## src/rtl/ucpu_serial_fetch.sv

```systemverilog
// Serial fetch engine: shifts a fetch address out MSB-first on one pin, then shifts
// the returned word in MSB-first and offers it to decode. Optional UCPU_FETCH_PARITY_EN.
module ucpu_serial_fetch #(
    parameter int ADDR_W = 8,
    parameter int DATA_W = 32
) (
    input  logic              clock,
    input  logic              reset,
    input  logic              req_valid,
    output logic              req_ready,
    input  logic [ADDR_W-1:0] req_addr,
    input  logic              flush,
    output logic              addr_out,
    input  logic              data_in,
    output logic [1:0]        phase,
    output logic              rsp_valid,
    input  logic              rsp_ready,
    output logic [DATA_W-1:0] rsp_data,
    output logic              rsp_err
);
    localparam int MAX_W = (ADDR_W > DATA_W) ? ADDR_W : DATA_W;
    localparam int CNT_W = $clog2(MAX_W + 1);

    typedef enum logic [2:0] {
        S_IDLE = 3'd0,
        S_SEND = 3'd1,
        S_RECV = 3'd2,
`ifdef UCPU_FETCH_PARITY_EN
        S_PAR  = 3'd4,
`endif
        S_RESP = 3'd3
    } state_t;

    state_t             state, state_n;
    logic [CNT_W-1:0]   cnt;
    logic [ADDR_W-1:0]  addr_sr;
    logic [DATA_W-1:0]  data_sr;
    logic [DATA_W-1:0]  data_shift;
    logic               accept;
    logic               cnt_zero;

    assign accept     = (state == S_IDLE) && req_valid && !flush;
    assign cnt_zero   = (cnt == '0);
    assign data_shift = {data_sr[DATA_W-2:0], data_in};
    assign req_ready  = (state == S_IDLE);
    assign rsp_valid  = (state == S_RESP);

    always_comb begin
        state_n = state;
        phase   = 2'd0;
        case (state)
            S_IDLE: begin
                phase = 2'd0;
                if (accept) state_n = S_SEND;
            end
            S_SEND: begin
                phase = 2'd1;
                if (flush)         state_n = S_IDLE;
                else if (cnt_zero) state_n = S_RECV;
            end
            S_RECV: begin
                phase = 2'd2;
                if (flush)         state_n = S_IDLE;
`ifdef UCPU_FETCH_PARITY_EN
                else if (cnt_zero) state_n = S_PAR;
`else
                else if (cnt_zero) state_n = S_RESP;
`endif
            end
`ifdef UCPU_FETCH_PARITY_EN
            S_PAR: begin
                phase   = 2'd2;
                state_n = flush ? S_IDLE : S_RESP;
            end
`endif
            S_RESP: begin
                phase = 2'd3;
                // flush and rsp_ready both retire the word
                if (flush || rsp_ready) state_n = S_IDLE;
            end
            default: state_n = S_IDLE;
        endcase
    end

    always_ff @(posedge clock) begin
        if (reset) begin
            state    <= S_IDLE;
            cnt      <= '0;
            addr_sr  <= '0;
            data_sr  <= '0;
            addr_out <= 1'b0;
            rsp_data <= '0;
        end else begin
            state <= state_n;
            case (state)
                S_IDLE: begin
                    if (accept) begin
                        // first address bit is already on the pin in the first SEND cycle
                        addr_out <= req_addr[ADDR_W-1];
                        addr_sr  <= req_addr << 1;
                        cnt      <= CNT_W'(ADDR_W - 1);
                    end
                end
                S_SEND: begin
                    if (flush || cnt_zero) begin
                        addr_out <= 1'b0;
                        cnt      <= CNT_W'(DATA_W - 1);
                    end else begin
                        addr_out <= addr_sr[ADDR_W-1];
                        addr_sr  <= addr_sr << 1;
                        cnt      <= cnt - 1'b1;
                    end
                end
                S_RECV: begin
                    if (flush) begin
                        data_sr <= '0;
                    end else begin
                        data_sr <= data_shift;
                        if (cnt_zero) rsp_data <= data_shift;
                        else          cnt      <= cnt - 1'b1;
                    end
                end
                default: addr_out <= 1'b0;
            endcase
        end
    end

`ifdef UCPU_FETCH_PARITY_EN
    logic err_q;

    always_ff @(posedge clock) begin
        if (reset) begin
            err_q <= 1'b0;
        end else if (accept) begin
            err_q <= 1'b0;
        end else if (state == S_PAR && !flush) begin
            // even parity: word bits plus parity bit must XOR to zero
            err_q <= (^rsp_data) ^ data_in;
        end
    end

    assign rsp_err = err_q;
`else
    assign rsp_err = 1'b0;
`endif

endmodule

```

## config.mk

```make
export PLATFORM = sky130hd
export DESIGN_NAME = ucpu_serial_fetch
export DESIGN_NICKNAME = d
export VERILOG_FILES = /design/src/rtl/ucpu_serial_fetch.sv
export SDC_FILE = /design/constraint.sdc
export NUM_CORES = 1
export LEC_CHECK = 0
export CORE_MARGIN = 10
export CORE_UTILIZATION = 48
export DETAILED_ROUTE_END_ITERATION = 16
export GPL_ROUTABILITY_DRIVEN = 0
export PLACE_DENSITY = 0.75
export SLEW_MARGIN = 20
export SYNTH_ARGS = -nofsm -noshare
export SYNTH_HDL_FRONTEND = slang
export SYNTH_SLANG_ARGS = --single-unit
```

## constraint.sdc

```tcl
create_clock -name clock -period 1.7 [get_ports clock]
set_clock_uncertainty 0.1 [all_clocks]
set_input_delay 0.17 -clock clock [delete_from_list [all_inputs] [get_ports clock]]
set_output_delay 0.17 -clock clock [all_outputs]
set_load 0.005 [all_outputs]
```

### Yosys cells after proc, flatten, opt, wreduce, memory -nomap -nowiden

Index checks and enable logic that the tools add are counted.

| cells by class | value |
|---|---|
| $add $sub $neg | 1 |
| $mul | 0 |
| divide/modulo/power cells | 0 |
| order comparisons | 0 |
| equality and inequality tests | 10 |
| shift operators | 0 |
| multiplexer cells | 20 |
| bitwise logic cells | 2 |
| reduce and logical (&&, ||, !) cells | 14 |

Operators with widths:

| operator | number |
|---|---|
| two-way mux 31 bit | 1 |
| two-way mux 6 bit | 4 |
| two-way mux 3 bit | 6 |
| case mux 6 bit (3 select lines) | 1 |
| two-way mux 8 bit | 2 |
| case mux 8 bit (2 select lines) | 1 |
| case mux 3 bit (4 select lines) | 1 |
| AND reduction 4 bit | 2 |
| equality test 3 x 2 -> 1 bit (second input constant) | 2 |
| logical NOT 6 bit | 1 |
| != test 2 bit (second input constant) | 3 |
| != test 3 bit (second input constant) | 2 |
| case mux 2 bit (3 select lines) | 1 |
| AND reduction 3 bit | 2 |
| subtractor 6 x 1 -> 6 bit (second input constant) | 1 |
| != test 2 x 1 -> 1 bit (second input constant) | 2 |
| equality test 3 x 1 -> 1 bit (second input constant) | 1 |
| logical NOT 3 bit | 1 |
| case mux 1 bit (3 select lines) | 1 |
| nonzero test 3 bit | 1 |
| logical AND 1 bit | 2 |
| logical OR 1 bit | 2 |
| two-way mux 1 bit | 2 |
| NOT 1 bit | 2 |
| 3 further kinds | 3 |

| storage, ports and cells | value |
|---|---|
| register bits | 81 |
| latch bits | 0 |
| bits in writable memories | 0 |
| bits in read-only memories | 0 |
| memories kept | 0 |

### Longest topological paths before layout

Gate-level depths: netlist (run 1).

| logic depth | value |
|---|---|
| depth after elaboration | 5 |
| mapped depth | 8 |
| gate-level depth less buffers | 7 |

### Worst setup path after synthesis (run 1)

No wires, ideal clock.

| timing | value |
|---|---|
| kind | register -> register |
| start | register state[0] |
| end | register state[0] |
| setup time | 0.128 ns |
| arrival | 1.621 ns |
| required time | 1.472 ns |
| setup slack | -0.148 ns |
| cell stages (with the launch flop) | 9 |
| buffers on the path | 1 |
| clock period less this slack | 1.848 ns |
| cell sequence | dfxtp_1 > inv_1 > ha_1 > buf_2 > nor2_1 > a21oi_1 > a21oi_1 > mux2i_1 > nor2_1 |

| between the ends | value |
|---|---|
| cells in the longest elaborated chain, start to end | 5 |

Ends and longest elaborated chain:

| what | line | text |
|---|---|---|
| start, declared | 34 | `state_t state, state_n;` |
| start signal, assigned | 94 | `state <= state_n;` |
| logical NOT 3 bit | 42, 51 |  |
| logical AND 1 bit (2 in series) | 42 | `assign accept = (state == S_IDLE) && req_valid && !flush;` |
| != test 2 x 1 -> 1 bit (no source line) | n/a |  |
| AND reduction 4 bit (no source line) | n/a |  |

Several ways; a longest one is shown, not always the timed one.
A chain may end at the register's enable or synchronous reset.

### Worst setup path after layout (run 1)

| timing | value |
|---|---|
| start | register state[1] |
| end | register addr_sr[1] |

| between the ends | value |
|---|---|
| cells in the longest elaborated chain, start to end | 5 |

Ends and longest elaborated chain:

| what | line | text |
|---|---|---|
| logical NOT 3 bit | 42, 95 |  |
| logical AND 1 bit (2 in series) | 42 |  |
| != test 2 x 1 -> 1 bit (no source line) | n/a |  |
| AND reduction 3 bit (no source line) | n/a |  |
| end signal, assigned | 100 | `addr_sr <= req_addr << 1;` |
| end signal, assigned | 110 | `addr_sr <= addr_sr << 1;` |
| end, declared | 36 | `logic [ADDR_W-1:0] addr_sr;` |

Several ways; a longest one is shown, not always the timed one.

==> impl_metrics.env, run 1 <==
export IMPL_drtAntennaViolNets=0
export IMPL_power_switching_share_pct=31.2
export IMPL_synth_edf_count=0
export IMPL_nets=509
export IMPL_vdd_drop_max_v=0.000558
export IMPL_dp_hpwl_mm=5.03
export IMPL_vias_per_cell=5.09
export IMPL_antennaDiodeCount=0
export IMPL_synth_ff_latch_count=79
export IMPL_cp_required_ns=1.83
export IMPL_die_width_um=103
export IMPL_slew_viol_final=0
export IMPL_p_leak_nw=1.58
export IMPL_dieArea_um2=10600
export IMPL_synth_cell_type_count=40
export IMPL_min_from="reset"
export IMPL_netlist_instances=429
export IMPL_cts_max_level=3
export IMPL_path_cells="inv_4, ha_4, buf_4, mux2i_2, a211oi_4, buf_12, mux2i_1, nor2_1"
export IMPL_hold_violations=0
export IMPL_p_seq_share_pct=43.5
export IMPL_first_pass_iters=4
export IMPL_yosys_top_cells_area="dfxtp_1, nand2_1, a21oi_1"
export IMPL_yosysMostFrequentCell="nand2_1"
export IMPL_p_comb_share_pct=28.4
export IMPL_synth_top_area_share_pct=48.1
export IMPL_synth_area_per_cell_um2=7.67
export IMPL_drive_gt1_share_pct=17.2
export IMPL_slowest_delay_ns=0.40
export IMPL_cts_root_buffer="clkbuf_8"
export IMPL_p_switching_mw=1.44
export IMPL_violations="negative setup slack"
export IMPL_intPower_mw=3.18
export IMPL_yosys_warnings=0
export IMPL_regArea_um2=1590
export IMPL_grt_pass1_vias=2730
export IMPL_wirelength_mm=7.82
export IMPL_timing_critical_path_arrival_ns=1.89
export IMPL_worstSetupEndpointType="register"
export IMPL_routedWlPerCell_um=13.6
export IMPL_fillers=577
export IMPL_crit_fanout=11
export IMPL_synth_top_cell_by_area="dfxtp_1"
export IMPL_drc=0
export IMPL_postSynth_asyncResetShare_pct=0
export IMPL_vias=2929
export IMPL_io_pins=52
export IMPL_hp_class="input port to register"
export IMPL_start_util_pct=49.0
export IMPL_multi_input_area_um2=1660
export IMPL_antenna_found_initial=0
export IMPL_cts_num_sinks=79
export IMPL_critPathTopFamily="flip-flops"
export IMPL_ctsHoldBuffers=0
export IMPL_drtIter0Drc=160
export IMPL_netlist_area_um2=3290
export IMPL_clkLatencyLatePin_ns=0.35
export IMPL_grt_use_total_pct=14.8
export IMPL_path_clk_slew_ns=0.08
export IMPL_numPortBuffers=50
export IMPL_syn_num_nets=448
export IMPL_synth_main_ff_cell="dfxtp_1"
export IMPL_finalSetupViolCount=10
export IMPL_die_y_um=103
export IMPL_cts_buffers=9
export IMPL_crit_start="state[1]$_SDFFE_PP0P_"
export IMPL_period_needed_ns=1.76
export IMPL_r2r_start="state[1]$_SDFFE_PP0P_"
export IMPL_rsz0062_at_grt="yes"
export IMPL_cts_tree="yes"
export IMPL_yosysSeqAreaShare_pct=48.1
export IMPL_p_clk_share_pct=28.1
export IMPL_row_count=30
export IMPL_fin_crit_sh_pct=104
export IMPL_grt_overflow_total=0
export IMPL_core_area_um2=6720
export IMPL_syn2layout_area_growth_pct=32.2
export IMPL_clockBufferDepth=2
export IMPL_critical_path_buf_inv_count=3
export IMPL_worst_setup_path_start_kind="register"
export IMPL_synth_commonest_cells="nand2_1, nor2_1, dfxtp_1"
export IMPL_maxCapViolCount=0
export IMPL_grt_max_degree=47
export IMPL_critical_path_class="register to register"
export IMPL_power_mw=4.62
export IMPL_cp_slowest_cell="dfxtp_4"
export IMPL_grt_pass1_wl_mm=12.7
export IMPL_setup_ws_ns=-0.0612
export IMPL_max_freq_mhz=568
export IMPL_power_density_nw_per_um2=1060
export IMPL_status="finished with violations"
export IMPL_holdWs_ns=0.129
## worst paths after layout
check	end	slack (ns)	cells past startpoint
hold reg to reg	rsp_data[19]$_SDFFE_PP0P_	0.36	2
hold / removal	cnt[1]$_SDFFE_PP0P_	0.13	2
setup reg to reg	addr_sr[1]$_SDFFE_PP0P_	-0.06	8
setup / recovery	addr_sr[1]$_SDFFE_PP0P_	-0.06	8
## layout make-up
class                   count  area share [%]
multi-input cells         313            38.2
flip-flops and latches     79            36.6
repair buffers             81            18.1
clock buffers              11            3.25
well taps                  80            2.30
clock inverters             5           0.949
inverters                   6           0.633
## per-stage QoR
step / TNS [ns] / instances / utilization (%) / setup WS, ns / instance area (µm²)
floorplan: -0.0505 / 429 / - / -0.0126 / 3330
global placement: -1.28 / 553 / 60.1 / -0.127 / 4040
detailed placement: -3.49 / 553 / 60.1 / -0.149 / 4040
CTS: -0.209 / 574 / 64.2 / -0.0634 / 4320
global route: -2.97 / 575 / 64.7 / -0.167 / 4350
finish: -0.194 / 575 / 64.7 / -0.0612 / 4350
## routing by layer
layer	wire (µm)	part of all wire (%)	GRT usage, %
met4	116	1.5	6.20
met2	3650	47	23.7
met1	3580	46	18.3
met5	0	0	0
met3	470	6.0	4.16
## cell usage in the layout, fill, tap and decap left out, types with 2 or more instances in the layout
cell	netlist	layout
o22ai_1	2	2
a211oi_2	4	4
nand3_1	2	2
dfxtp_4	0	2
nor2_1	85	79
clkbuf_2	0	2
nand2b_4	1	2
nor3_1	3	3
o21ai_0	4	4
a21oi_1	72	69
a211oi_1	2	2
clkbuf_8	0	10
mux2i_1	12	11
dlygate4sd2_1	0	2
nor2_2	0	6
dfxtp_1	79	75
buf_4	1	24
clkdlybuf4s50_1	0	45
nand2_1	98	98
inv_4	0	2
or2_2	2	2
a21oi_2	0	2
inv_2	0	2
buf_6	1	2
dfxtp_2	0	2
ha_4	0	4
buf_12	0	5
## what timing repair did
action	in CTS	in global routing
pin swaps	2	2
setup buffers	5	1
setup endpoints to repair	48	49
gates resized for setup	23	9
## power by group through the flow
stage	Clock (mW)	Sequential, mW	Combinational [mW]
2_1_floorplan	0	2.04	0.790
3_3_place_gp	0	2.03	1.16
3_5_place_dp	0	2.04	1.18
4_1_cts	1.33	2.01	1.25
5_1_grt	1.39	2.02	1.44
6_report	1.30	2.01	1.31
## flip-flops by register name, summed over array words and instances, names as in the netlist
name / cells
addr_out: 1
data_sr: 31
cnt: 6
rsp_data: 32
state: 2
addr_sr: 7
## kinds of logic after synthesis
kind of cell	share of synthesized area, %
AOI/OAI and AO/OA	16.0
xor gates and xnor gates	0.266
adders and majority gates	1.90
buffers and inverters	4.87
DFF	48.1
muxes	3.65
other	0.114
and+or+nand+nor	25.1
No activity file was read; power rests on OpenSTA's default activity.
==> run 2, diff against run 1 <==
--- a/constraint.sdc
+++ b/constraint.sdc
@@ -3,3 +3,3 @@
 set_input_delay 0.17 -clock clock [delete_from_list [all_inputs] [get_ports clock]]
 set_output_delay 0.17 -clock clock [all_outputs]
-set_load 0.005 [all_outputs]
+set_load 0.01 [all_outputs]
==> run 2 against run 1 <==
The run still ends with negative setup slack left. Maximum frequency down 4.4%. Sequential power about the same. Largest cell class unchanged. Cell count up 2.3%. Utilization up 3.0 points. Register-to-register slack worse by 0.08 ns. Critical path depth up 2. Count of clock-buffer cells in the layout down 1. Critical endpoint is now cnt[1]$_SDFFE_PP0P_. Flip-flop and latch count unchanged. Highest routed layer unchanged. Routed wire length up 9.0%.
==> impl_metrics.env, run 2 (same netlist as run 1, synthesis figures left out) <==
export IMPL_cts_buffers=9
export IMPL_first_pass_iters=4
export IMPL_largest_reg_flops=32
export IMPL_grt_pass1_wl_mm=13.5
export IMPL_drtAntennaViolNets=0
export IMPL_die_y_um=103
export IMPL_crit_path_frequent_cell="buf_4"
export IMPL_grt_pass1_vias=2878
export IMPL_timing_critical_path_arrival_ns=2.03
export IMPL_cts_num_sinks=79
export IMPL_largest_register="rsp_data"
export IMPL_slew_viol_final=0
export IMPL_status="finished with violations"
export IMPL_start_util_pct=49.0
export IMPL_dp_hpwl_mm=5.33
export IMPL_power_mw=5.01
export IMPL_reg_largest_list="rsp_data (32), data_sr (31), addr_sr (7)"
export IMPL_hold_violations=0
export IMPL_vias_per_cell=5.18
export IMPL_path_cells="inv_2, ha_4, nor3b_4, buf_4, a21oi_4, buf_6, o211ai_1, buf_4, o22ai_2, nor2_1"
export IMPL_critPathTopFamily="buffers and inverters"
export IMPL_fin_cells=588
export IMPL_maxCapViolCount=0
export IMPL_max_freq_mhz=543
export IMPL_grt_overflow_total=0
export IMPL_cp_required_ns=1.89
export IMPL_nets=522
export IMPL_power_density_nw_per_um2=1100
export IMPL_drive_gt1_share_pct=21.3
export IMPL_postPlaceCellArea_um2=4070
export IMPL_io_pins=52
export IMPL_vias=3044
export IMPL_preCtsSetupSlack_ns=-0.102
export IMPL_grt_max_degree=56
export IMPL_setup_ws_ns=-0.143
export IMPL_drc=0
export IMPL_rsz0062_at_grt="yes"
export IMPL_cts_root_buffer="clkbuf_8"
export IMPL_row_count=30
export IMPL_setup_tns_ns=-0.953
export IMPL_worst_setup_path_start_kind="register"
export IMPL_mostFrequentLayoutCells="nand2_1, nor2_1, dfxtp_1"
export IMPL_worstSetupEndpointType="register"
export IMPL_critical_path_buf_inv_count=4
export IMPL_clkLatencyLatePin_ns=0.35
export IMPL_fin_crit_sh_pct=108
export IMPL_path_clk_slew_ns=0.08
export IMPL_routedWlPerCell_um=14.5
export IMPL_clockBufferDepth=2
export IMPL_drtIter0Drc=185
export IMPL_intPower_mw=3.47
export IMPL_antennaDiodeCount=0
export IMPL_finalSetupViolCount=15
export IMPL_p_leak_nw=1.68
export IMPL_power_switching_share_pct=30.7
export IMPL_ctsHoldBuffers=0
export IMPL_slowest_delay_ns=0.33
export IMPL_p_seq_share_pct=40.2
export IMPL_dieArea_um2=10600
export IMPL_p_switching_mw=1.54
export IMPL_vdd_drop_max_v=0.000659
export IMPL_antenna_found_initial=0
export IMPL_wirelength_mm=8.52
export IMPL_final_area_um2=4550
export IMPL_syn2layout_area_growth_pct=38.3
export IMPL_cts_tree="yes"
export IMPL_cp_slowest_cell="dfxtp_2"
export IMPL_utilization_pct=67.7
export IMPL_p_clk_share_pct=29.0
export IMPL_grt_use_total_pct=16.1
export IMPL_rrSetupSlack_ns=-0.14
export IMPL_holdWs_ns=0.0871
export IMPL_core_area_um2=6720
export IMPL_die_width_um=103
export IMPL_crit_fanout=4
export IMPL_p_comb_share_pct=30.8
export IMPL_period_needed_ns=1.84
export IMPL_final_common_cell="nand2_1"
export IMPL_critical_path_class="register to register"
export IMPL_numPortBuffers=50
export IMPL_hp_class="input port to register"
export IMPL_violations="negative setup slack"
export IMPL_dp_cells=559
export IMPL_cts_max_level=3
[run 2: cell count changes in the layout (fill, tap and decap cells not counted), sizes merged]
| cell | delta |
|---|---|
| dlymetal6s2s | +1 |
| clkbuf | -1 |
| clkinv | +2 |
| buf | +12 |
| dlygate4sd2 | -2 |
| bufinv | +1 |
| clkinvlp | -1 |
| inv | -1 |
| bufbuf | +1 |
| clkdlybuf4s15 | +1 |
[run 2: path summary, 6_finish.rpt]
| path | cells after the start | from | endpoint |
|---|---|---|---|
| max | 10 | cnt[0]$_SDFFE_PP0P_ | cnt[1]$_SDFFE_PP0P_ |
| min reg2reg | 2 | rsp_data[20]$_SDFFE_PP0P_ | rsp_data[20]$_SDFFE_PP0P_ |
| min | 2 | reset | addr_sr[1]$_SDFFE_PP0P_ |
| max reg2reg | 10 | cnt[0]$_SDFFE_PP0P_ | cnt[1]$_SDFFE_PP0P_ |
[run 2: layer usage]
metal / global-route usage, % / up-vias / routed length, µm
met1: 18.2 / 1414 / 3590
met5: 0 / - / 0
met4: 8.24 / 0 / 165
li1: - / 1547 / -
met3: 4.42 / 9 / 545
met2: 27.1 / 74 / 4220
[run 2: final cells by class]
type | count | area, µm²
clock buffers | 10 | 138
repair buffers | 94 | 933
fillers | 552 | 2170
clock inverters | 6 | 68.8
multi-input cells | 313 | 1690
inverters | 6 | 25.0
well taps | 80 | 100
flip-flops and latches | 79 | 1590
[run 2: power groups by stage]
stage	Clock, mW	Combinational, mW	Sequential [mW]
2_1_floorplan	0	0.803	2.04
3_3_place_gp	0	1.22	2.04
3_5_place_dp	0	1.26	2.04
4_1_cts	1.47	1.41	2.00
5_1_grt	1.54	1.67	2.02
6_report	1.45	1.54	2.01
[run 2: timing repair]
item | 4_1_cts | 5_1_grt
setup endpoints to repair | 47 | 52
hold endpoints to repair | 0 | 0
gates resized for setup | 19 | 31
gates cloned | 2 | 1
pin swaps | 13 | 13
setup buffers | 4 | 7
[run 2: worst register-to-register path, delay by kind of cell, from the launching register on]
family                   cells  cell delay [ns]
AO/OA/AOI/OAI                3             0.33
adder cells (fa/ha/maj)      1             0.13
buffers and inverters        4             0.55
flip-flops                   1             0.33
AND/OR/NAND/NOR              2             0.35
==> run 3, diff against run 2 <==
- ABC_CLOCK_PERIOD_IN_PS: unset -> 1700
- RECOVER_POWER: unset -> 50
==> run 3 against run 2 <==
The flow still finishes with violations (negative setup slack). Routed wire length fell by 0.48%. Combinational power barely moved. Sequential share of layout area rose by 0.12 points.
==> impl_metrics.env, run 3 (same netlist as run 1, synthesis figures left out) <==
export IMPL_worstSetupEndpointType="register"
export IMPL_wirelength_mm=8.48
export IMPL_nets=522
export IMPL_critical_path_class="register to register"
export IMPL_fin_cells=588
export IMPL_status="finished with violations"
export IMPL_first_pass_iters=4
export IMPL_cts_max_level=3
export IMPL_start_util_pct=49.0
export IMPL_dieArea_um2=10600
export IMPL_max_freq_mhz=543
export IMPL_wl_met1_mm=3.48
export IMPL_cts_num_sinks=79
export IMPL_rsz0062_at_grt="yes"
export IMPL_mostFrequentLayoutCells="nand2_1, nor2_1, dfxtp_1"
export IMPL_drtIter0Drc=163
export IMPL_fin_crit_sh_pct=108
export IMPL_timing_critical_path_arrival_ns=2.03
export IMPL_antenna_found_initial=0
export IMPL_grt_max_degree=56
export IMPL_r2r_start="cnt[0]$_SDFFE_PP0P_"
export IMPL_die_width_um=103
export IMPL_die_y_um=103
export IMPL_antennaDiodeCount=0
export IMPL_drive_gt1_share_pct=21.1
export IMPL_path_clk_slew_ns=0.08
export IMPL_routedWlPerCell_um=14.4
export IMPL_vias=3075
export IMPL_crit_start="cnt[0]$_SDFFE_PP0P_"
export IMPL_power_density_nw_per_um2=1100
export IMPL_core_area_um2=6720
export IMPL_finalSetupViolCount=39
export IMPL_vias_per_cell=5.23
export IMPL_crit_path_frequent_cell="buf_4"
export IMPL_cp_endpoint="cnt[1]$_SDFFE_PP0P_"
export IMPL_cp_slowest_cell="dfxtp_2"
export IMPL_rrSetupSlack_ns=-0.14
export IMPL_cts_buffers=9
export IMPL_r2r_end="cnt[1]$_SDFFE_PP0P_"
export IMPL_fillers=554
export IMPL_path_cells="inv_2, ha_4, nor3b_4, buf_4, a21oi_4, buf_6, o211ai_1, buf_4, o22ai_2, nor2_1"
export IMPL_wl_met2_mm=4.20
export IMPL_dp_hpwl_mm=5.33
export IMPL_grt_pass1_wl_mm=13.5
export IMPL_cts_tree="yes"
export IMPL_setup_ws_ns=-0.142
export IMPL_maxCapViolCount=0
export IMPL_p_leak_nw=1.69
export IMPL_hp_class="input port to register"
export IMPL_slowest_delay_ns=0.33
export IMPL_highest_layer="met4"
export IMPL_row_count=30
export IMPL_clkLatencyLatePin_ns=0.35
export IMPL_final_common_cell="nand2_1"
export IMPL_crit_fanout=4
export IMPL_path_depth=10
export IMPL_hold_violations=0
export IMPL_grt_use_total_pct=16.1
export IMPL_vdd_drop_max_v=0.000656
export IMPL_largest_reg_flops=32
export IMPL_io_pins=52
export IMPL_ff2ff_path_depth=10
export IMPL_reg_largest_list="rsp_data (32), data_sr (31), addr_sr (7)"
export IMPL_period_needed_ns=1.84
export IMPL_numPortBuffers=50
export IMPL_met3_wirelength_um=585
export IMPL_violations="negative setup slack"
export IMPL_dp_cells=559
export IMPL_largest_register="rsp_data"
export IMPL_clockBufferDepth=2
export IMPL_grt_overflow_total=0
export IMPL_worst_setup_path_start_kind="register"
export IMPL_drtAntennaViolNets=0
export IMPL_grt_pass1_vias=2878
export IMPL_slew_viol_final=0
export IMPL_cts_root_buffer="clkbuf_8"
export IMPL_setup_tns_ns=-1.33
export IMPL_drc=0
export IMPL_syn2layout_area_growth_pct=37.9
export IMPL_critPathTopFamily="buffers and inverters"
export IMPL_power_mw=5.00
export IMPL_critical_path_buf_inv_count=4
export IMPL_cp_required_ns=1.89
export IMPL_whs_path_depth=2
[run 3: layout make-up]
type	count	area (µm²)	area share [%]
clock buffer	10	138	3.03
clock inverter	6	68.8	1.52
inverter	6	25.0	0.552
multi-input combinational	313	1680	37.1
sequential	79	1590	35.1
tap	80	100	2.21
timing repair buffer	94	931	20.5
[run 3: where the power goes]
| part | total (mW) | internal [mW] | switching (mW) |
|---|---|---|---|
| registers | 2.01 | 1.94 | 0.0746 |
| clock network | 1.45 | 0.729 | 0.719 |
| logic | 1.54 | 0.801 | 0.736 |
| total | 5.00 | 3.47 | 1.53 |
[run 3: how the worst min path moves through the flow]
| stage | endpoint | startpoint |
|---|---|---|
| 2_1_floorplan | rsp_data[0]$_SDFFE_PP0P_ | data_in |
| 3_3_place_gp | rsp_data[20]$_SDFFE_PP0P_ | rsp_data[20]$_SDFFE_PP0P_ |
| 3_5_place_dp | rsp_data[22]$_SDFFE_PP0P_ | rsp_data[22]$_SDFFE_PP0P_ |
| 4_1_cts | addr_sr[1]$_SDFFE_PP0P_ | reset |
| 5_1_grt | addr_sr[1]$_SDFFE_PP0P_ | reset |
| 6_report | addr_sr[1]$_SDFFE_PP0P_ | reset |
[run 3: repair_timing]
action / in CTS / in global routing
pin swaps: 13 / 13
hold buffers: 0 / 0
buffers inserted: 4 / 7
gates resized for setup: 19 / 31
endpoints found under the setup margin: 47 / 52
cloned: 2 / 1
[run 3: routing by layer]
layer | vias up | global-route usage (%)
met5 | - | 0
met4 | 0 | 8.24
met3 | 15 | 4.42
met2 | 82 | 27.1
met1 | 1430 | 18.2
li1 | 1548 | -
[run 3: stage by stage]
stage	cell area, µm²	setup slack, ns	util [%]	hold slack (ns)
after CTS	4410	-0.179	65.6	0.0840
after detailed placement	4070	-0.102	60.6	0.346
final	4540	-0.142	67.5	0.0873
after global placement	4070	-0.0770	60.6	0.342
after floorplan	3330	-0.0126	-	0.206
after global routing	4540	-0.177	67.5	0.0885
